===== config.mk =====
export PLATFORM = sky130hd
export DESIGN_NAME = sort_job_sched
export DESIGN_NICKNAME = d
export VERILOG_FILES = /design/src/rtl/sort_job_sched.sv
export SDC_FILE = /design/constraint.sdc
export NUM_CORES = 1
export LEC_CHECK = 0
export CAP_MARGIN = 15
export CORE_MARGIN = 3
export CORE_UTILIZATION = 40
export CTS_CLUSTER_SIZE = 10
export DETAILED_ROUTE_END_ITERATION = 16
export DONT_BUFFER_PORTS = 1
export MAX_ROUTING_LAYER = met4
export SLEW_MARGIN = 20
export SYNTH_ARGS = -nofsm -noshare
export SYNTH_HDL_FRONTEND = slang
export SYNTH_SLANG_ARGS = --single-unit

===== constraint.sdc =====
create_clock -name clk -period 2.6 [get_ports clk]
set_input_delay 0.13 -clock clk [delete_from_list [all_inputs] [get_ports clk]]
set_output_delay 0.13 -clock clk [all_outputs]
set_load 0.02 [all_outputs]

===== src/rtl/sort_job_sched.sv =====
`timescale 1ns/1ps
// sort_job_sched: shares one heap-sort engine among NREQ requesters.
// Requests are latched into a pending vector, granted round-robin, and each
// grant runs the engine (held in reset outside a job) under a run timer.
// Every job ends with a one-cycle ack to its requester plus a timeout flag.
module sort_job_sched #(
    parameter int NREQ    = 4,
    parameter int IDW     = 2,
    parameter int TIMEOUT = 1023,
    parameter int TW      = 10
) (
    input  logic            clk,
    input  logic            reset,
    input  logic [NREQ-1:0] req,
    output logic [NREQ-1:0] ack,
    output logic            job_err,
    output logic            busy,
    output logic [IDW-1:0]  grant_id,
    output logic [IDW-1:0]  rom_bank,
    output logic [IDW-1:0]  ram_bank,
    output logic            eng_rst,
    input  logic            eng_done,
    output logic [7:0]      jobs_cnt
);

    typedef enum logic [1:0] {
        S_IDLE   = 2'd0,
        S_LAUNCH = 2'd1,
        S_RUN    = 2'd2,
        S_ACK    = 2'd3
    } state_t;

    localparam logic [TW-1:0]  TIMEOUT_T = TW'(TIMEOUT);
    localparam logic [TW-1:0]  BLANK_T   = TW'(2);
    localparam logic [IDW-1:0] LAST_ID   = IDW'(NREQ - 1);

    state_t          state_q;
    logic [NREQ-1:0] pending_q;
    logic [NREQ-1:0] pending_d;
    logic [IDW-1:0]  last_grant_q;
    logic [IDW-1:0]  grant_id_q;
    logic [IDW-1:0]  rom_bank_q;
    logic [IDW-1:0]  ram_bank_q;
    logic [NREQ-1:0] ack_q;
    logic            job_err_q;
    logic            busy_q;
    logic            eng_rst_q;
    logic [7:0]      jobs_cnt_q;
    logic [TW-1:0]   timer_q;

    logic            leave_ack;
    logic            pick_valid;
    logic [IDW-1:0]  pick_id;
    logic [IDW-1:0]  cand;

    assign leave_ack = (state_q == S_ACK);

    // Per-requester pending bit: a request sets it, the edge leaving this
    // requester's ACK clears it; a request on that same edge wins, so a
    // requester re-asking during its own ack is queued again.
    genvar gi;
    generate
        for (gi = 0; gi < NREQ; gi++) begin : g_pend
            assign pending_d[gi] = req[gi] |
                (pending_q[gi] & ~(leave_ack && (grant_id_q == IDW'(gi))));
        end
    endgenerate

    // Round-robin pick: first pending id after last_grant, wrapping modulo
    // NREQ. Scanning from the farthest offset down lets the nearest win.
    always_comb begin
        pick_valid = 1'b0;
        pick_id    = '0;
        cand       = '0;
        for (int k = NREQ; k >= 1; k--) begin
            cand = IDW'((int'(last_grant_q) + k) % NREQ);
            if (pending_q[cand]) begin
                pick_valid = 1'b1;
                pick_id    = cand;
            end
        end
    end

    // Job FSM with registered outputs; reset drops any job in flight and
    // parks the engine in reset.
    always_ff @(posedge clk or posedge reset) begin
        if (reset) begin
            state_q      <= S_IDLE;
            pending_q    <= '0;
            last_grant_q <= LAST_ID;
            grant_id_q   <= '0;
            rom_bank_q   <= '0;
            ram_bank_q   <= '0;
            ack_q        <= '0;
            job_err_q    <= 1'b0;
            busy_q       <= 1'b0;
            eng_rst_q    <= 1'b1;
            jobs_cnt_q   <= '0;
            timer_q      <= '0;
        end else begin
            pending_q <= pending_d;
            case (state_q)
                S_IDLE: begin
                    if (pick_valid) begin
                        grant_id_q   <= pick_id;
                        rom_bank_q   <= pick_id;
                        ram_bank_q   <= pick_id;
                        last_grant_q <= pick_id;
                        busy_q       <= 1'b1;
                        state_q      <= S_LAUNCH;
                    end
                end
                S_LAUNCH: begin
                    timer_q   <= '0;
                    eng_rst_q <= 1'b0;
                    state_q   <= S_RUN;
                end
                S_RUN: begin
                    timer_q <= timer_q + 1'b1;
                    // The first two run cycles may still see the previous
                    // job's done level, so done only counts from timer 2.
                    if (eng_done && (timer_q >= BLANK_T)) begin
                        job_err_q  <= 1'b0;
                        ack_q      <= NREQ'(1) << grant_id_q;
                        eng_rst_q  <= 1'b1;
                        jobs_cnt_q <= jobs_cnt_q + 8'd1;
                        state_q    <= S_ACK;
                    end else if (timer_q == TIMEOUT_T) begin
                        job_err_q  <= 1'b1;
                        ack_q      <= NREQ'(1) << grant_id_q;
                        eng_rst_q  <= 1'b1;
                        jobs_cnt_q <= jobs_cnt_q + 8'd1;
                        state_q    <= S_ACK;
                    end
                end
                S_ACK: begin
                    ack_q     <= '0;
                    job_err_q <= 1'b0;
                    busy_q    <= 1'b0;
                    state_q   <= S_IDLE;
                end
                default: state_q <= S_IDLE;
            endcase
        end
    end

    assign ack      = ack_q;
    assign job_err  = job_err_q;
    assign busy     = busy_q;
    assign grant_id = grant_id_q;
    assign rom_bank = rom_bank_q;
    assign ram_bank = ram_bank_q;
    assign eng_rst  = eng_rst_q;
    assign jobs_cnt = jobs_cnt_q;

endmodule

Word level (Yosys, flattened, before mapping)
Cells that the tools add are included.
{"block": "word_totals", "reg_bits": 35, "latch_bits": 0, "ramBits": 0, "rom_bits": 0, "in_bits": 7, "output_inout_bits": 21, "elab_cells": 93, "mem_count": 0}
{"block": "op_classes", "n_addsub": 6, "n_mul": 0, "div_mod_pow": 0, "n_lt_le_gt_ge": 5, "eq_ne": 9, "n_shift": 1, "muxes": 33, "bitwise_logic": 12, "reduce_logical": 17}
{"op": "one-hot mux 10 bit (2 select lines)", "n": 1}
{"op": "two-way mux 8 bit", "n": 2}
{"op": "two-way mux 2 bit", "n": 7}
{"op": "< comparator 2 x 3 -> 1 bit, second input constant", "n": 4}
{"op": "two-way mux 1 bit", "n": 12}
{"op": "AND reduction 2 bit", "n": 6}
{"op": "adder 10 x 1 -> 10 bit, second input constant", "n": 1}
{"op": "== test 10 bit, second input constant", "n": 1}
{"op": "greater-or-equal comparator 10 x 2 -> 1 bit, second input constant", "n": 1}
{"op": "adder 8 x 1 -> 8 bit, second input constant", "n": 1}
{"op": "binary-select mux 1 bit (select 2 bit)", "n": 4}
{"op": "== test 2 bit, second input constant", "n": 4}
{"op": "two-way mux 4 bit", "n": 2}
{"op": "one-hot mux 2 bit (4 select lines)", "n": 1}
{"op": "one-hot mux 4 bit (2 select lines)", "n": 1}
{"op": "nonzero test 2 bit", "n": 4}
{"op": "one-hot mux 1 bit (2 select lines)", "n": 3}
{"op": "logical AND 1 bit", "n": 5}
{"op": "adder 2 x 1 -> 2 bit, second input constant", "n": 2}
{"op": "adder 2 bit, second input constant", "n": 2}
{"op": "AND 1 bit", "n": 4}
{"op": "== test 2 x 1 -> 1 bit, second input constant", "n": 2}
{"op": "logical NOT 2 bit", "n": 2}
{"op": "inverter 1 bit", "n": 4}
{"op": "other kinds (4)", "n": 7}

Longest topological paths before layout
Gate-level depths: netlist of run 1.
{"block": "depth", "ltp_word": 9, "ltp_mapped": 6}

Worst setup path before layout of run 1
OpenSTA, ideal clock, no wires.
{"block": "synth_path", "path_kind": "flip-flop to flip-flop", "startpoint": "register timer_q[0]", "endpoint": "register state_q[1]", "setup_time_ns": 0.128, "arrival_time_ns": 1.946, "path_slack_ns": 0.527, "stages_incl_launch_ff": 7, "period_less_slack_ns": 2.073, "cell_sequence": "dfrtp_1 > inv_1 > ha_1 > or4_4 > o31a_1 > o31ai_2 > mux2_1"}
{"block": "synth_via", "elab_chain_cells": 4}
{"element": "start: declaration", "line": "49", "text": "logic [TW-1:0] timer_q;"}
{"element": "start signal: assignment", "line": "119", "text": "timer_q <= timer_q + 1'b1;"}
{"element": "greater-or-equal comparator 10 x 2 -> 1 bit", "line": "122", "text": "if (eng_done && (timer_q >= BLANK_T)) begin"}
{"element": "logical AND 1 bit", "line": "122"}
{"element": "two-way mux 2 bit / != test 3 bit (equally long branches)"}
{"element": "one-hot mux 2 bit (4 select lines) / AND reduction 2 bit (equally long branches)"}
{"element": "end signal: assignment", "line": "110", "text": "state_q <= S_LAUNCH;"}
{"element": "end signal: assignment", "line": "127", "text": "state_q <= S_ACK;"}
{"element": "end signal: assignment", "line": "133", "text": "state_q <= S_ACK;"}
{"element": "end: declaration", "line": "37", "text": "state_t state_q;"}
Parallel ways exist; a longest one is shown, timed or not.
A chain may end at the register's enable or synchronous reset.

Worst setup path in the final report of run 1
Same ends and word-level chain as after synthesis.

==> results of run 1 <==
-- worst min-delay path: stages --
cell     delay, ps
o31ai_4        100
a21oi_1         90
xnor2_1        120
-- Yosys cell counts (all sizes together), types with 5 or more instances --
library cell / n
buf: 5
a21o: 5
xor2: 6
nand2: 14
nand4: 5
a21oi: 6
inv: 12
nand3: 6
xnor2: 5
ha: 7
nor2: 6
nor3: 5
o21ai: 11
dfrtp: 32
clkbuf: 6
-- cells in the final DEF, fill, tap and decap left out, drive strengths merged, types with 5 or more instances in the layout --
| cell type | n |
|---|---|
| dfrtp | 32 |
| nor3 | 5 |
| dlygate4sd3 | 5 |
| xor2 | 6 |
| inv | 12 |
| nor2 | 6 |
| ha | 7 |
| a21oi | 6 |
| clkbuf | 7 |
| nand2 | 14 |
| nand3 | 6 |
| nand4 | 5 |
| o21ai | 11 |
| a21o | 5 |
| xnor2 | 5 |
-- worst max-delay path by stage --
stage | start | end | slack (ps) | depth (start not counted)
after floorplan | timer_q[0] | state_q[1] | 530 | 6
after global placement | timer_q[0] | state_q[1] | 490 | 6
after detailed placement | timer_q[0] | state_q[1] | 410 | 6
after CTS | timer_q[0] | state_q[1] | 390 | 6
after global routing | timer_q[0] | state_q[1] | 320 | 6
final | timer_q[0] | state_q[1] | 390 | 6
-- layer usage --
layer,up-vias,wire (µm),track usage,share of wire
met1,640,1620,0.168,0.46
met3,6,237,0.0575,0.067
met2,39,1630,0.219,0.46
li1,648,-,-,-
met5,-,0,-,0
met4,0,45,0.0523,0.013
-- kinds of logic (layout without fill, tap and decap cells) --
group / after synthesis / after routing / share of synthesized area
simple gates: 55 / 55 / 0.157
compound gates: 45 / 45 / 0.181
xor+xnor: 11 / 11 / 0.0523
buf+inv: 23 / 27 / 0.0557
mux: 5 / 5 / 0.0286
flops: 35 / 35 / 0.478
fa+ha+maj: 7 / 7 / 0.0476
-- flip-flops by register name, indices dropped and copies added (netlist names) --
signal and count:
ack 4, busy 1, eng_rst 1, job_err 1, jobs_cnt 8, last_grant_q 2
pending_q 4, ram_bank 2, state_q 2, timer_q 10
-- cell type report --
class,instances,area (µm²)
flip-flops and latches,35,880
repair buffers,7,65.1
fillers,409,2390
multi-input cells,123,858
well taps,52,65.1
clock inverters,1,5.00
clock buffers,7,76.3
inverters,12,45.0
-- power breakdown --
group / total, mW / switching [mW] / internal (mW)
Sequential: 0.960 / 0.284 / 0.677
Clock: 0.374 / 0.186 / 0.188
Combinational: 0.658 / 0.372 / 0.286
Total: 1.99 / 0.842 / 1.15
-- what timing repair did --
action / CTS / global route
buffers inserted: 0 / 0
hold endpoints to repair: 36 / 0
hold buffers: 5 / 0
-- metrics by stage --
| step | util | power, mW | instance area [µm²] |
|---|---|---|---|
| finish | 0.455 | 1.99 | 1990 |
| global route | 0.455 | 2.14 | 1990 |
| CTS | 0.455 | 2.01 | 1990 |
| detailed placement | 0.425 | 1.63 | 1860 |
| global placement | 0.425 | 1.59 | 1860 |
| floorplan | - | 1.52 | 1840 |
==> summary.txt, run 1 <==
Drt
  – DR pass1 iterations: 4
  – Number of remaining DRC errors: 0
  – DR iter-0 viols: 89
  – ANT nets after route: 0
  – WL/cell: about 15 µm
  – Total wire length: between 3 and 4 mm
  – Via count: around 1300
  – Mean number of vias per cell: between 5 and 6

Synthesis
  – Area contributors post-synth: dfrtp_1, ha_1, dfstp_2, nand2_1, xor2_1
  – Async S/R FF share, synth: 1.00
  – Yosys warnings: 0
  – Distinct cells, synth: 46
  – Cell count after synthesis: between 150 and 200
  – Syn_area_per_cell: 10.2 µm²
  – Yosys reg bits: 35
  – Cell area after synthesis: roughly 1800 µm²
  – Predominant post-synthesis flop cell: dfrtp_1
  – Post-synth EDFFs: 0
  – Sequential fraction of the synthesis area: 0.478
  – Largest area contributor in the netlist: dfrtp_1
  – Syn Nets: around 200
  – Top cell type's share of synthesized area: 0.435

Floorplan
  – Initial Util: 0.420
  – Std cell rows: 24
  – Die height: approximately 74 µm
  – Die footprint: around 5500 µm²
  – Die W: between 70 and 80 µm
  – Placeable Area: 4380 µm²
  – IO Count: 28

GRT
  – Largest net degree at the start of global routing: 36
  – First-pass GRT wire length: 5.80 mm
  – Vias in the first global route: between 1000 and 1500
  – Initial antenna violation count: 0
  – Gr ovfl total: 0
  – Global Route Usage Sum: 0.143

CTS
  – Clk buf depth: 2
  – Clk slew on worst S/H paths: approximately 70 ps
  – Cts bufs inserted: 5
  – H-tree lvl count: 2
  – Clk sink count: 35
  – Gates resized, CTS repair: 0
  – Clk_lat worst skew: 280 ps
  – Root buffer cell: clkbuf_8
  – CTS tree: done

STA
  – Slack of the critical path: about 400 ps
  – Fin Hold WS: between 200 and 250 ps
  – Crit path time final: 2210 ps
  – Final hold violations: 0
  – Layout Skew: roughly 6.5 ps
  – Final worst path period share: 0.848
  – Fmax: 453 MHz
  – Count of final setup violators: 0
  – Slew Limit Fails: 0
  – Final TNS setup: 0 ps
  – Unrepaired setup endpoints after global routing: false
  – Worst Max-Slew Pin Slew: around 780 ps
  – Slew HR: 0.478

Setup path
  – Reg2reg start: timer_q[0]
  – RR Endpoint: state_q[1]
  – CP top delay family: compound AO/OA/AOI/OAI gates
  – Worst Setup Path Type: reg -> reg
  – Worst setup SP type: register
  – R2R Setup Slk: a little under 400 ps
  – CP arrival: between 2000 and 2500 ps
  – Crit path buffers/inverters: 1
  – Crit. End Element: register
  – Worst path max stage delay: 440 ps
  – Worst-path maximum fanout: 4
  – Slowest CP cell: or4_4
  – CP required: 2760 ps
  – CP cell instances: inv_1, ha_1, or4_4, o31a_1, o31ai_2, mux2_1
  – R2R cell count: 6

Final layout
  – Final nets: between 150 and 200
  – Antenna cells: 0
  – Layout cells sized above 1: 0.103
  – Non-filler cells, final: roughly 240
  – Syn-to-layout area delta: 8.36%

Placed design
  – Post-Place Cells: approximately 220
  – Dpl hpwl: 2.57 mm
  – Place WS: slightly above 400 ps
  – Port buffer count: 0
  – Gp weighted congestion: just over 0.8

Hold path
  – Hold Path Depth: 3
  – Hold/Removal Path Class: in -> reg
  – HP Start: eng_done
  – Hold Crit Endpoint: jobs_cnt[2]

Pwr
  – Power per standard cell area: about 1000 nW/µm²
  – Pleak: ~0.82 nW
  – Max IR drop VDD: between 0.3 and 0.4 mV

Run status
  – Status: completed

Run
  – Max_cap viols: 0
Note: power is estimated with default switching activity, not from simulation.
==> run 2: changes to the inputs <==
==> constraint.sdc (replaced) <==
create_clock -name clk -period 1.81 [get_ports clk]
set_input_delay 0.0905 -clock clk [delete_from_list [all_inputs] [get_ports clk]]
set_output_delay 0.0905 -clock clk [all_outputs]
set_load 0.02 [all_outputs]
==> run 2 against run 1 <==
  * The flow now finishes with violations (setup timing)
  * Combinational power rose by 110%
  * Die area did not move
  * Total power rose by 66%
  * Utilization rose by 8.2 points
  * Hold slack got worse by 130 ps
  * Global-route usage rose by 1.6 points
  * Sequential share of layout area fell by 6.7 points
  * Setup slack got worse by 590 ps
  * Clock power rose by 71%
  * Design area rose by 18%
  * Largest cell class is now multi-input combinational cells
==> summary.txt, run 2 (synthesis results as in run 1) <==
Drt
  – Number of remaining DRC errors: 0
  – Total wire length: just under 4 mm
  – DR iter-0 viols: 90
  – Via count: 1472
  – DR pass1 iterations: 4
  – ANT nets after route: 0
  – Mean number of vias per cell: 5.45
  – WL/cell: between 10 and 15 µm

STA
  – Unrepaired setup endpoints after global routing: true
  – Final hold violations: 0
  – Slew Limit Fails: 0
  – Count of final setup violators: 15
  – Fin Hold WS: between 70 and 80 ps
  – Slack of the critical path: -200 ps
  – Final worst path period share: 1.11
  – Slew HR: 0.713
  – Final TNS setup: -1900 ps
  – Worst Max-Slew Pin Slew: 431 ps
  – Fmax: ~500 MHz
  – Crit path time final: around 2000 ps
  – Layout Skew: 6.60 ps

Final layout
  – Antenna cells: 0
  – Largest Register: timer_q
  – Commonest non-fill, non-tap cells in the layout: buf_4, dfrtp_1, nand2_1
  – Syn-to-layout area delta: 27.9%
  – Max FFs per register: 10
  – Final nets: 231
  – Commonest non-fill, non-tap cell in the layout: buf_4
  – Layout cells sized above 1: 0.303

Floorplan
  – Die footprint: around 5500 µm²
  – Placeable Area: about 4400 µm²
  – IO Count: 28
  – Die W: 73.8 µm
  – Std cell rows: 24
  – Initial Util: 0.420
  – Die height: 73.8 µm

Run
  – Max_cap viols: 0

Setup path
  – Critical Path End: state_q[1]
  – RR Endpoint: state_q[1]
  – Worst Setup Path Type: reg -> reg
  – Crit. End Element: register
  – CP required: 1990 ps
  – CP arrival: roughly 2200 ps
  – R2R cell count: 5
  – Reg2reg start: timer_q[1]
  – Worst-path maximum fanout: 4
  – Worst setup path startpoint: timer_q[1]
  – Worst setup SP type: register
  – R2R Setup Slk: -200 ps

Placed design
  – Port buffer count: 0
  – Place WS: -295 ps
  – Dpl hpwl: ~2.9 mm
  – Gp weighted congestion: roughly 0.82

GRT
  – Initial antenna violation count: 0
  – Largest net degree at the start of global routing: 36
  – Global Route Usage Sum: 0.159
  – First-pass GRT wire length: approximately 6.5 mm
  – Gr ovfl total: 0
  – Vias in the first global route: about 1400

CTS
  – CTS tree: done
  – Root buffer cell: clkbuf_8
  – Clk_lat worst skew: 290 ps
  – Cts bufs inserted: 5
  – Clk buf depth: 2
  – H-tree lvl count: 2
  – Clk sink count: 35
  – Clk slew on worst S/H paths: 80 ps

Run status
  – Failing checks: setup timing
  – Status: finished, violations left

Pwr
  – Final Power: ~3.3 mW
  – Power per standard cell area: ~1400 nW/µm²
  – Max IR drop VDD: between 0.5 and 0.6 mV
  – Pleak: about 1.0 nW

Hold path
  – Hold/Removal Path Class: in -> reg
  – HP Start: eng_done
-- run 2: final cells by class --
class | instances | area [µm²]
timing repair buffer | 40 | 320
clock buffer | 7 | 96.3
multi-input combinational | 123 | 940
inverter | 12 | 45.0
clock inverter | 1 | 7.51
tap | 52 | 65.1
sequential | 35 | 880
fill | 400 | 2030
-- run 2: how the worst min path moves through the flow --
stage / cells past startpoint / to / slack (ps)
finish: 3 / job_err / 70
global route: 3 / job_err / 90
CTS: 3 / job_err / 60
detailed placement: 2 / timer_q[8] / 110
global placement: 2 / timer_q[7] / 100
floorplan: 1 / pending_q[0] / 180
-- run 2: metrics by stage --
stage,instance area [µm²],util,cells
2_1_floorplan,1870,-,181
3_3_place_gp,2100,0.478,251
3_5_place_dp,2100,0.478,251
4_1_cts,2310,0.526,268
5_1_grt,2350,0.537,270
6_report,2350,0.537,270
-- run 2: timing repair --
action | 4_1_cts | 5_1_grt
gates resized for setup | 4 | 5
hold buffers | 5 | 0
setup endpoints to repair | 13 | 15
setup buffers | 4 | 2
hold endpoints to repair | 36 | 0
pin swaps | 3 | 2
gates cloned | 0 | 0
-- run 2: power by group --
part	switching (mW)	internal [mW]	total [mW]
clock	0.293	0.346	0.639
sequential	0.291	0.975	1.27
combinational	0.758	0.651	1.41
total	1.34	1.97	3.32
-- run 2: critical path: stages, from the launching register on --
cell and delay [ps]:
dfrtp_1 420, ha_4 170, or4_4 420, o31a_1 340
o31ai_4 220, mux2_1 340
-- run 2: layer usage --
layer  vias up  track usage  wire, µm
li1        718            -         -
met1       722        0.191      1800
met5         -            -         0
met4         0       0.0463        33
met2        28        0.248      1910
met3         4       0.0575       203
